## config.mk

```make
export PLATFORM = sky130hd
export DESIGN_NAME = winker_stalk_encoder
export DESIGN_NICKNAME = d
export VERILOG_FILES = /design/src/rtl/winker_stalk_encoder.sv
export SDC_FILE = /design/constraint.sdc
export NUM_CORES = 1
export LEC_CHECK = 0
export ABC_AREA = 0
export CORE_MARGIN = 2
export CORE_UTILIZATION = 55
export CTS_BUF_LIST = sky130_fd_sc_hd__clkbuf_8
export DETAILED_ROUTE_END_ITERATION = 12
export PLACE_DENSITY = 0.77
export SYNTH_ARGS = -nofsm -noshare
export SYNTH_HDL_FRONTEND = slang
export SYNTH_SLANG_ARGS = --single-unit
```

## constraint.sdc

```tcl
create_clock -name clk -period 4.7 [get_ports clk]
set_input_delay 0.94 -clock clk [delete_from_list [all_inputs] [get_ports clk]]
set_output_delay 0.94 -clock clk [all_outputs]
set_load 0.01 [all_outputs]
```

## src/rtl/winker_stalk_encoder.sv

```systemverilog
`default_nettype none
// ============================================================================
// Module      : winker_stalk_encoder
// Description : Turns raw stalk-left / stalk-right / cancel contacts into
//               clean single-cycle left_winker / right_winker / off command
//               pulses. Tracks the commanded direction and handles the
//               toggle, cancel, on-time timeout and (optionally) steering
//               return auto-cancel.
//               Optional feature macro: WINKER_AUTO_CANCEL_EN
//               (steering-return auto-cancel; disabled when undefined).
// Revision    : 1.0 - initial release
// ============================================================================
module winker_stalk_encoder #(
  parameter int DEBOUNCE_CYCLES = 16,
  parameter int ANGLE_W         = 8,
  parameter int ARM_THRESH      = 30,
  parameter int CENTER_BAND     = 5,
  parameter int MAX_ON_CYCLES   = 1000000
) (
  input  logic               clk,
  input  logic               reset_n,
  input  logic               lever_left_n,
  input  logic               lever_right_n,
  input  logic               cancel_n,
  input  logic [ANGLE_W-1:0] steer_angle,
  output logic               left_winker,
  output logic               right_winker,
  output logic               off,
  output logic [1:0]         active_dir,
  output logic               armed
);

  // Debounce counter only needs to reach DEBOUNCE_CYCLES-1.
  localparam int              DB_W    = (DEBOUNCE_CYCLES < 2) ? 1 : $clog2(DEBOUNCE_CYCLES);
  localparam logic [DB_W-1:0] DB_LAST = DB_W'(DEBOUNCE_CYCLES - 1);

  localparam bit          TIMEOUT_EN  = (MAX_ON_CYCLES != 0);
  localparam logic [23:0] MAX_ON_LAST = 24'(MAX_ON_CYCLES - 1);

  typedef enum logic [1:0] {
    ST_IDLE  = 2'b00,
    ST_LEFT  = 2'b01,
    ST_RIGHT = 2'b10
  } state_t;

  // Raw contacts converted to active-high "pressed": bit0 left, bit1 right,
  // bit2 cancel.
  logic [2:0] raw_pressed;
  assign raw_pressed = ~{cancel_n, lever_right_n, lever_left_n};

  logic [2:0] press_d;
  logic [2:0] press_q;

  for (genvar gi = 0; gi < 3; gi++) begin : g_input
    logic            sync1_q;
    logic            sync2_q;
    logic            level_q;
    logic            level_d;
    logic            prev_q;
    logic [DB_W-1:0] cnt_q;
    logic [DB_W-1:0] cnt_d;

    // Debounce: accept a new level only after DEBOUNCE_CYCLES consecutive
    // differing samples; any agreeing sample restarts the count.
    always_comb begin
      level_d = level_q;
      cnt_d   = '0;
      if (sync2_q != level_q) begin
        if (cnt_q == DB_LAST) begin
          level_d = sync2_q;
        end else begin
          cnt_d = cnt_q + 1'b1;
        end
      end
    end

    // Two-flop synchronizer, debounced level and edge-detect history.
    always_ff @(posedge clk or negedge reset_n) begin
      if (!reset_n) begin
        sync1_q <= 1'b0;
        sync2_q <= 1'b0;
        level_q <= 1'b0;
        prev_q  <= 1'b0;
        cnt_q   <= '0;
      end else begin
        sync1_q <= raw_pressed[gi];
        sync2_q <= sync1_q;
        level_q <= level_d;
        prev_q  <= level_q;
        cnt_q   <= cnt_d;
      end
    end

    // Released-to-pressed transition of the debounced level.
    assign press_d[gi] = level_q & ~prev_q;
  end

  // Register press events so the command pulse lands DEBOUNCE_CYCLES+3
  // cycles after the raw edge is first sampled.
  always_ff @(posedge clk or negedge reset_n) begin
    if (!reset_n) begin
      press_q <= '0;
    end else begin
      press_q <= press_d;
    end
  end

  // Simultaneous left and right presses cancel each other out.
  logic press_left;
  logic press_right;
  logic press_cancel;
  assign press_left   = press_q[0] & ~press_q[1];
  assign press_right  = press_q[1] & ~press_q[0];
  assign press_cancel = press_q[2];

  logic arm_left;
  logic arm_right;
  logic centred;

`ifdef WINKER_AUTO_CANCEL_EN
  localparam logic [ANGLE_W:0] ARM_MAG    = (ANGLE_W+1)'(ARM_THRESH);
  localparam logic [ANGLE_W:0] CENTER_MAG = (ANGLE_W+1)'(CENTER_BAND);

  // One extra bit so the most negative angle has a representable magnitude.
  logic             angle_neg;
  logic [ANGLE_W:0] angle_ext;
  logic [ANGLE_W:0] angle_mag;
  assign angle_neg = steer_angle[ANGLE_W-1];
  assign angle_ext = {angle_neg, steer_angle};
  assign angle_mag = angle_neg ? (~angle_ext + 1'b1) : angle_ext;

  assign arm_left  = angle_neg  && (angle_mag >= ARM_MAG);
  assign arm_right = !angle_neg && (angle_mag >= ARM_MAG);
  assign centred   = (angle_mag <= CENTER_MAG);
`else
  logic unused_steer;
  assign unused_steer = ^{steer_angle, ARM_THRESH[0], CENTER_BAND[0]};
  assign arm_left     = 1'b0;
  assign arm_right    = 1'b0;
  assign centred      = 1'b0;
`endif

  state_t      state_q;
  state_t      state_d;
  logic        left_winker_q;
  logic        left_winker_d;
  logic        right_winker_q;
  logic        right_winker_d;
  logic        off_q;
  logic        off_d;
  logic        armed_q;
  logic        armed_d;
  logic [23:0] on_cnt_q;
  logic [23:0] on_cnt_d;

  logic timeout;
  logic auto_off;
  assign timeout  = TIMEOUT_EN && (state_q != ST_IDLE) && (on_cnt_q == MAX_ON_LAST);
  assign auto_off = armed_q && centred;

  // Next-state and command-pulse decode. Cancel, timeout and auto-cancel
  // all resolve to "off and go idle", so they outrank lever presses as one
  // group; the arming check only runs when nothing else happens.
  always_comb begin
    state_d        = state_q;
    left_winker_d  = 1'b0;
    right_winker_d = 1'b0;
    off_d          = 1'b0;
    armed_d        = armed_q;
    on_cnt_d       = on_cnt_q;
    if (TIMEOUT_EN && (state_q != ST_IDLE)) begin
      on_cnt_d = on_cnt_q + 24'd1;
    end
    case (state_q)
      ST_IDLE: begin
        if (press_left) begin
          left_winker_d = 1'b1;
          state_d       = ST_LEFT;
        end else if (press_right) begin
          right_winker_d = 1'b1;
          state_d        = ST_RIGHT;
        end
      end
      ST_LEFT: begin
        if (press_cancel || timeout || auto_off || press_left) begin
          off_d   = 1'b1;
          state_d = ST_IDLE;
        end else if (press_right) begin
          right_winker_d = 1'b1;
          state_d        = ST_RIGHT;
        end else if (arm_left) begin
          armed_d = 1'b1;
        end
      end
      ST_RIGHT: begin
        if (press_cancel || timeout || auto_off || press_right) begin
          off_d   = 1'b1;
          state_d = ST_IDLE;
        end else if (press_left) begin
          left_winker_d = 1'b1;
          state_d       = ST_LEFT;
        end else if (arm_right) begin
          armed_d = 1'b1;
        end
      end
      default: begin
        state_d = ST_IDLE;
      end
    endcase
    // Every state entry restarts the on-time and drops any arming.
    if (state_d != state_q) begin
      on_cnt_d = '0;
      armed_d  = 1'b0;
    end
  end

  // State, pulse, arming and on-time registers.
  always_ff @(posedge clk or negedge reset_n) begin
    if (!reset_n) begin
      state_q        <= ST_IDLE;
      left_winker_q  <= 1'b0;
      right_winker_q <= 1'b0;
      off_q          <= 1'b0;
      armed_q        <= 1'b0;
      on_cnt_q       <= '0;
    end else begin
      state_q        <= state_d;
      left_winker_q  <= left_winker_d;
      right_winker_q <= right_winker_d;
      off_q          <= off_d;
      armed_q        <= armed_d;
      on_cnt_q       <= on_cnt_d;
    end
  end

  assign left_winker  = left_winker_q;
  assign right_winker = right_winker_q;
  assign off          = off_q;
  assign active_dir   = state_q;
  assign armed        = armed_q;

endmodule
`default_nettype wire

```

## Word-level counts from Yosys, hierarchy flattened

Cells that the tools add are included.

- Magnitude comparators: 0
- Reduce and logical (&&, ||, !) cells: 10
- Mux-type cells: 24
- Multipliers: 0
- Equality and inequality tests: 10
- Add/subtract/negate cells: 4
- Shift operators: 0
- Divide/modulo/power cells: 0
- Bitwise operators: 11

Operators by type and width:

| kind | count |
|---|---|
| $mux W24 | 2 |
| $add A24 B1 Y24 const B | 1 |
| $eq A24 B20 Y1 const B | 1 |
| $mux W4 | 6 |
| $add A4 B1 Y4 const B | 3 |
| $eq A4 B4 Y1 const B | 3 |
| $mux W2 | 5 |
| $mux W1 | 7 |
| $pmux W1 S2 | 3 |
| $pmux W2 S3 | 1 |
| $reduce_and A2 Y1 | 3 |
| $and A1 B1 Y1 | 5 |
| $not A1 Y1 | 5 |
| $reduce_bool A2 Y1 | 2 |
| $logic_or A1 B1 Y1 | 3 |
| $ne A1 B1 Y1 | 3 |
| $not A3 Y3 | 1 |
| $eq A2 B1 Y1 const B | 1 |
| $eq A2 B2 Y1 const B | 1 |
| $logic_not A2 Y1 | 1 |
| $ne A2 B2 Y1 | 1 |
| $logic_and A1 B1 Y1 | 1 |

- Bits in writable memories: 0
- ROM bits: 0
- Bits of input ports: 13
- Register bits after elaboration: 56
- Memories: 0
- Latch bits: 0
- Logic and storage cells: 80

## Longest topological paths before layout

Gate-level depths: netlist (run 1).

- Depth after elaboration: 8
- Gate-level depth with buffers: 9

## Worst setup path after synthesis (run 1)

Ideal clock, no wire load.

- Kind: register -> register
- From: register state_q[0] (netlist: active_dir[0])
- To: register on_cnt_q[14]
- Clock period less this slack: 2213 ps
- Data arrival time: 2117 ps
- Slack: 2487 ps
- Cell stages (with the launch flop): 10
- Path through: dfrtp_1 -> inv_1 -> ha_1 -> and4b_1 -> buf_2 -> and4_4 -> a21o_1 -> o32a_4 -> buf_6 -> nor4_2

- Word-level cells in the longest chain between the ends: 8
- Elaborated cells on any way between the ends: 17
- Classes of those cells: 3 x eq/ne; 7 x mux; 7 x reduce/logical

RTL lines:

| item | RTL line | text |
|---|---|---|
| from (decl) | 143 | `state_t state_q;` |
| from (signal assigned) | 227 | `state_q <= state_d;` |
| $reduce_bool A2 Y1 | 158, 171 |  |
| $logic_and A1 B1 Y1 | 158 | `assign timeout = TIMEOUT_EN && (state_q != ST_IDLE) && (on_cnt_q == MAX_ON_LAST);` |
| $logic_or A1 B1 Y1 | 185, 196 |  |
| $logic_or A1 B1 Y1 (on tied branches) | 196, 185 |  |
| $mux W2 (on tied branches) | 196, 185 |  |
| $pmux W2 S3 | 174 | `case (state_q)` |
| $ne A2 B2 Y1 | 211 | `if (state_d != state_q) begin` |
| $mux W24 or $reduce_bool A2 Y1 (tied branches) | n/a |  |
| to (signal assigned) | 232 | `on_cnt_q <= on_cnt_d;` |
| to (decl) | 153 | `logic [23:0] on_cnt_q;` |

Several ways; a longest one is shown, not always the timed one.
A chain may end at the register's enable or synchronous reset.

## Final worst setup path (run 1)

- From: register state_q[0] (netlist: active_dir[0])
- To: register on_cnt_q[1]

Same word-level chain as after synthesis.

==> flow_metrics.env, run 1 <==
export IMPL_status="finished, final reports clean"
export IMPL_syn_area_per_cell_um2=10.8
export IMPL_required_ns=4.84
export IMPL_path_class="register to register"
export IMPL_grt_ovfl_total=0
export IMPL_die_x_um=75.2
export IMPL_p_seq_share_pct=62.7
export IMPL_fin_crit_ns=2.99
export IMPL_antenna_found_initial=0
export IMPL_clock_path_buffers=2
export IMPL_hold_buffers=0
export IMPL_cts_buffers=5
export IMPL_dpl_cell_area_um2=2910
export IMPL_clock_skew_ns=0.00453
export IMPL_place_congestion=0.865
export IMPL_path_delay_family="simple AND/OR/NAND/NOR gates"
export IMPL_finalSetupViolations=0
export IMPL_synth_main_ff_cell="dfrtp_1"
export IMPL_grt_max_degree=40
export IMPL_cp_max_fo=14
export IMPL_syn_nets=280
export IMPL_async_flop_share_pct=100
export IMPL_path_clk_slew_ns=0.10
export IMPL_slowest_delay_ns=0.81
export IMPL_finalCritPeriodShare_pct=63.5
export IMPL_fin_hold_ws_ns=0.361
export IMPL_final_core_util_pct=62.3
export IMPL_total_power_w=0.000806
export IMPL_fmax_ghz=0.335
export IMPL_rsz0062_at_grt="no"
export IMPL_cts_tree="built"
export IMPL_seq_area_frac_synth_pct=50.2
export IMPL_port_buffers=9
export IMPL_vias_per_cell=5.79
export IMPL_maxCapViolCount=0
export IMPL_crit_chain="inv_1, ha_1, and4b_1, and4_4, a211oi_2, o211ai_1, nor3_1"
export IMPL_synth_edf_count=0
export IMPL_totalWireLength_um=4770
export IMPL_intPower_w=0.000616
export IMPL_end_kind="register"
export IMPL_drt_iter0_drc=69
export IMPL_rows=25
export IMPL_cts_resized=0
export IMPL_via_count=1938
export IMPL_cp_start_kind="register"
export IMPL_arrival_ns=3.13
export IMPL_switching_share_pct=23.5
export IMPL_slew_viol_final=0
export IMPL_cpMaxStageDelayCell="o211ai_1"
export IMPL_top_layer_used="met4"
export IMPL_root_buffer="clkbuf_8"
export IMPL_postRouteAntennaNets=0
export IMPL_hp_class="register to register"
export IMPL_fin_nets=288
export IMPL_ys_warn_count=0
export IMPL_ios=19
export IMPL_grt_pass1_vias=1892
export IMPL_worst_pin_slew_ns=1.07
export IMPL_hpwl_um=3270
export IMPL_syn2layout_area_growth_pct=7.63
export IMPL_route_detailed_drc=0
export IMPL_clock_sinks=56
export IMPL_synth_cells=259
export IMPL_power_frac_clock_pct=32.0
export IMPL_combPwrFrac_pct=5.2
export IMPL_wl_met2_um=2370
export IMPL_switching_power_w=0.000190
export IMPL_yosysUniqueCellTypes=44
export IMPL_antennaDiodeCount=0
export IMPL_drtPass1Iterations=4
export IMPL_core_area_um2=4820
export IMPL_r2r_slack_ns=1.71
export IMPL_design_area_um2=3000
export IMPL_cts_max_level=2
export IMPL_wl_met3_um=120
export IMPL_netlist_area_um2=2790
export IMPL_hold_viol=0
export IMPL_start_util_pct=57.9
export IMPL_met1_length_um=2220
export IMPL_ir_worst_vdd_v=0.000216
export IMPL_post_cts_buffers=0
export IMPL_clock_latency_ns=0.30
export IMPL_die_area_um2=5660
export IMPL_layout_drive_gt1_share_pct=9.70
export IMPL_wl_per_cell_um=14.2
export IMPL_die_h_um=75.2
export IMPL_p_leak_nw=1.29
export IMPL_synth_seq_cells=56
export IMPL_timing_setup_tns_ns=0
export IMPL_track_usage_pct=18.6
export IMPL_cellPowerDensity_nw_per_um2=268
export IMPL_maxSlewHeadroom_pct=28.6
export IMPL_cp_num_buf_inv=1
export IMPL_grt_pass1_wl_um=8200
registers in the layout (all words and copies together) (netlist names), 2 cells and up:
| name | cells |
|---|---|
| g_input.level_q | 3 |
| g_input.sync2_q | 3 |
| g_input.cnt_q | 12 |
| g_input.sync1_q | 3 |
| g_input.prev_q | 3 |
| press_q | 3 |
| on_cnt_q | 24 |
| active_dir | 2 |
Yosys cell counts, types with 2 or more instances:
cell / instances / area (µm²)
nand3_1: 11 / 55.1
a21oi_1: 15 / 75.1
nand2_1: 14 / 52.6
inv_1: 11 / 41.3
xnor2_1: 14 / 123
and4_1: 2 / 17.5
and3_1: 3 / 18.8
ha_1: 8 / 100
nor4_1: 10 / 62.6
nor3_1: 14 / 70.1
nand4_1: 7 / 43.8
mux2_2: 3 / 33.8
nor4_2: 9 / 113
o211ai_1: 2 / 15.0
o21ai_0: 6 / 30.0
or4bb_1: 2 / 22.5
nand4b_1: 4 / 35.0
a21o_1: 2 / 15.0
nor3b_1: 3 / 22.5
nor4b_1: 2 / 17.5
buf_2: 6 / 30.0
nand2b_1: 2 / 12.5
nor2b_1: 8 / 50.1
xor2_1: 13 / 114
dfrtp_1: 56 / 1400
nor2_1: 14 / 52.6
final cells by class:
class | count | area, µm²
clock buffer | 5 | 68.8
clock inverter | 3 | 20.0
sequential | 56 | 1400
inverter | 11 | 41.3
fill | 403 | 1820
multi-input combinational | 183 | 1290
tap | 67 | 83.8
timing repair buffer | 10 | 92.6
through the flow:
stage          std cells  setup WS, ns
2_1_floorplan        259          2.49
3_3_place_gp         327          1.77
3_5_place_dp         327          1.75
4_1_cts              335          1.73
5_1_grt              335          1.49
6_report             335          1.71
layer usage:
layer / global-route usage (%) / up-vias
met4: 5.85 / 0
met3: 4.02 / 9
li1: - / 939
met1: 23.7 / 965
met5: 0 / -
met2: 31.9 / 25
final timing paths:
kind,startpoint,endpoint,cells after the start
worst max-delay path,active_dir[0]$_DFF_PN0_,on_cnt_q[1]$_DFFE_PN0P_,7
worst min-delay path,g_input[0].sync1_q$_DFF_PN0_,g_input[0].sync2_q$_DFF_PN0_,0
worst max register to register,active_dir[0]$_DFF_PN0_,on_cnt_q[1]$_DFFE_PN0P_,7
worst min register to register,g_input[0].sync1_q$_DFF_PN0_,g_input[0].sync2_q$_DFF_PN0_,0
max in group asynchronous,reset_n,g_input[2].sync2_q$_DFF_PN0_,2
min in group asynchronous,reset_n,on_cnt_q[2]$_DFFE_PN0P_,1
kinds of logic after synthesis:
| logic type | after synthesis | synth area share (%) |
|---|---|---|
| XOR/XNOR | 27 | 8.48 |
| AND/OR/NAND/NOR | 111 | 25.0 |
| multiplexers | 4 | 1.57 |
| buffers and inverters | 20 | 3.36 |
| other | 1 | 0.134 |
| AO/OA/AOI/OAI | 31 | 7.22 |
| adder cells (fa/ha/maj) | 9 | 3.95 |
| flip-flops | 56 | 50.2 |
cells in the final DEF (no fill, tap or decap), types with 5 or more instances in the layout:
cell type,instances
nor3_1,14
ha_1,8
nand2_1,14
nand3_1,11
clkbuf_8,5
nor2b_1,8
a21oi_1,15
o21ai_0,6
xor2_1,13
dfrtp_1,56
nor4_2,9
nand4_1,7
clkdlybuf4s50_1,8
xnor2_1,14
nor2_1,14
nor4_1,10
inv_1,12
power groups by stage:
stage	Sequential, W	Combinational [W]	Clock [W]
detailed placement	0.000515	0.0000427	0
floorplan	0.000513	0.0000253	0
global placement	0.000514	0.0000416	0
CTS	0.000505	0.0000432	0.000266
global route	0.000508	0.0000498	0.000286
finish	0.000505	0.0000422	0.000258
Note: power is estimated with default switching activity, not from simulation.
==> inputs of run 2 (changes only) <==
- clock period: 4.7 -> 3.1 ns (I/O delays scaled with it)
==> run 2 against run 1 <==
  * Count of clock-buffer cells in the layout is the same
  * Sequential share of layout area shrank 1.0 points
  * Total power increased by 65%
  * Die area did not move
  * Sequential power rose by 52%
  * Non-clock buffer count rose by 5
  * First-iteration DRC count grew 17%
  * Hold slack worse by 0.054 ns
  * Routed wire length shrank 0.17%
  * Combinational power rose by 60%
==> flow_metrics.env, run 2 (synthesis gave the netlist of run 1 again) <==
export IMPL_maxSlewHeadroom_pct=30.1
export IMPL_design_area_um2=3070
export IMPL_path_delay_family="compound AO/OA/AOI/OAI gates"
export IMPL_clock_latency_ns=0.31
export IMPL_grt_pass1_vias=1870
export IMPL_start_util_pct=57.9
export IMPL_place_congestion=0.869
export IMPL_fillerInstances=391
export IMPL_core_area_um2=4820
export IMPL_die_x_um=75.2
export IMPL_grt_max_degree=30
export IMPL_totalWireLength_um=4760
export IMPL_port_buffers=9
export IMPL_clock_sinks=56
export IMPL_clock_skew_ns=0.00714
export IMPL_antennaDiodeCount=0
export IMPL_postRouteAntennaNets=0
export IMPL_top_register="on_cnt_q"
export IMPL_worst_pin_slew_ns=1.04
export IMPL_finalCritPeriodShare_pct=85.1
export IMPL_cp_max_fo=13
export IMPL_hold_buffers=0
export IMPL_rows=25
export IMPL_cts_resized=0
export IMPL_status="finished, final reports clean"
export IMPL_hold_viol=0
export IMPL_ios=19
export IMPL_reg_top3="on_cnt_q x24, g_input.cnt_q x12"
export IMPL_total_power_w=0.00133
export IMPL_cts_buffers=5
export IMPL_clock_path_buffers=2
export IMPL_dpl_cell_area_um2=2950
export IMPL_cts_max_level=2
export IMPL_slowest_delay_ns=0.52
export IMPL_slew_viol_final=0
export IMPL_crit_chain="inv_1, ha_1, or4bb_1, a211oi_1, o21ai_0, o211ai_1, nor3_1"
export IMPL_root_buffer="clkbuf_8"
export IMPL_r2r_slack_ns=0.46
export IMPL_path_class="register to register"
export IMPL_cpMaxStageDelayCell="or4bb_1"
export IMPL_grt_ovfl_total=0
export IMPL_drtPass1Iterations=4
export IMPL_path_clk_slew_ns=0.11
export IMPL_cts_tree="built"
export IMPL_timing_setup_tns_ns=0
export IMPL_required_ns=3.24
export IMPL_p_leak_nw=1.33
export IMPL_layout_common_cells="56 x dfrtp_1, 15 x a21oi_1"
export IMPL_finalSetupViolations=0
export IMPL_final_common_cell="dfrtp_1"
export IMPL_fin_nets=293
export IMPL_antenna_found_initial=0
export IMPL_rsz0062_at_grt="no"
export IMPL_die_h_um=75.2
export IMPL_hpwl_um=3430
export IMPL_fmax_ghz=0.379
export IMPL_syn2layout_area_growth_pct=10.0
export IMPL_largest_reg_flops=24
export IMPL_maxCapViolCount=0
export IMPL_post_cts_buffers=0
export IMPL_cp_num_buf_inv=1
export IMPL_ir_worst_vdd_v=0.000249
export IMPL_end_kind="register"
export IMPL_cp_start_kind="register"
export IMPL_via_count=1919
export IMPL_cellPowerDensity_nw_per_um2=433
export IMPL_fin_crit_ns=2.64
export IMPL_hp_class="primary input to async pin"
export IMPL_wl_per_cell_um=14.0
export IMPL_drt_iter0_drc=81
export IMPL_die_area_um2=5660
export IMPL_layout_drive_gt1_share_pct=11.7
export IMPL_arrival_ns=2.78
export IMPL_vias_per_cell=5.64
export IMPL_route_detailed_drc=0
export IMPL_grt_pass1_wl_um=8310
export IMPL_track_usage_pct=19.2
==> run 2: cell types whose count changed in the layout (fill, tap and decap cells not counted) <==
cell	delta
bufinv_16	+1
inv_6	+1
clkinv_4	-1
inv_8	+1
inv_1	-1
clkinvlp_4	-1
buf_4	+5
==> run 2: layout make-up <==
| cell class | count | area (µm²) | share of cell area (%) |
|---|---|---|---|
| repair buffers | 15 | 130 | 4.24 |
| multi-input cells | 183 | 1290 | 42.2 |
| clock buffers | 5 | 68.8 | 2.24 |
| well taps | 67 | 83.8 | 2.73 |
| flip-flops and latches | 56 | 1400 | 45.7 |
| clock inverters | 3 | 50.0 | 1.63 |
| inverters | 11 | 41.3 | 1.35 |
==> run 2: final timing paths <==
check	start	end	depth (start not counted)
worst max-delay path	active_dir[1]$_DFF_PN0_	on_cnt_q[0]$_DFFE_PN0P_	7
min in group clk	g_input[0].sync1_q$_DFF_PN0_	g_input[0].sync2_q$_DFF_PN0_	0
worst max register to register	active_dir[1]$_DFF_PN0_	on_cnt_q[0]$_DFFE_PN0P_	7
worst min-delay path	reset_n	on_cnt_q[1]$_DFFE_PN0P_	1
max in group asynchronous	reset_n	on_cnt_q[6]$_DFFE_PN0P_	2
worst min register to register	g_input[0].sync1_q$_DFF_PN0_	g_input[0].sync2_q$_DFF_PN0_	0
==> run 2: per-stage QoR <==
stage                     setup slack, ns  std cells  hold WS, ns  utilization (%)
after floorplan                     0.887        259        0.324                -
after global placement              0.544        332        0.333             61.2
after detailed placement            0.490        332        0.336             61.2
after CTS                           0.477        340        0.326             63.7
after global routing                0.186        340        0.364             63.7
final                               0.461        340        0.307             63.7
==> run 2: report_power, final <==
group	internal, W	switching [W]
Sequential	0.000749	0.0000183
Clock	0.000249	0.000245
Combinational	0.0000291	0.0000387
Total	0.00103	0.000302
==> run 2: metal layers <==
layer | up-vias | wire [µm] | global-route usage, %
li1 | 953 | - | -
met1 | 928 | 2250 | 25.2
met2 | 32 | 2330 | 31.2
met3 | 6 | 119 | 4.28
met4 | 0 | 70 | 7.41
met5 | - | 0 | 0
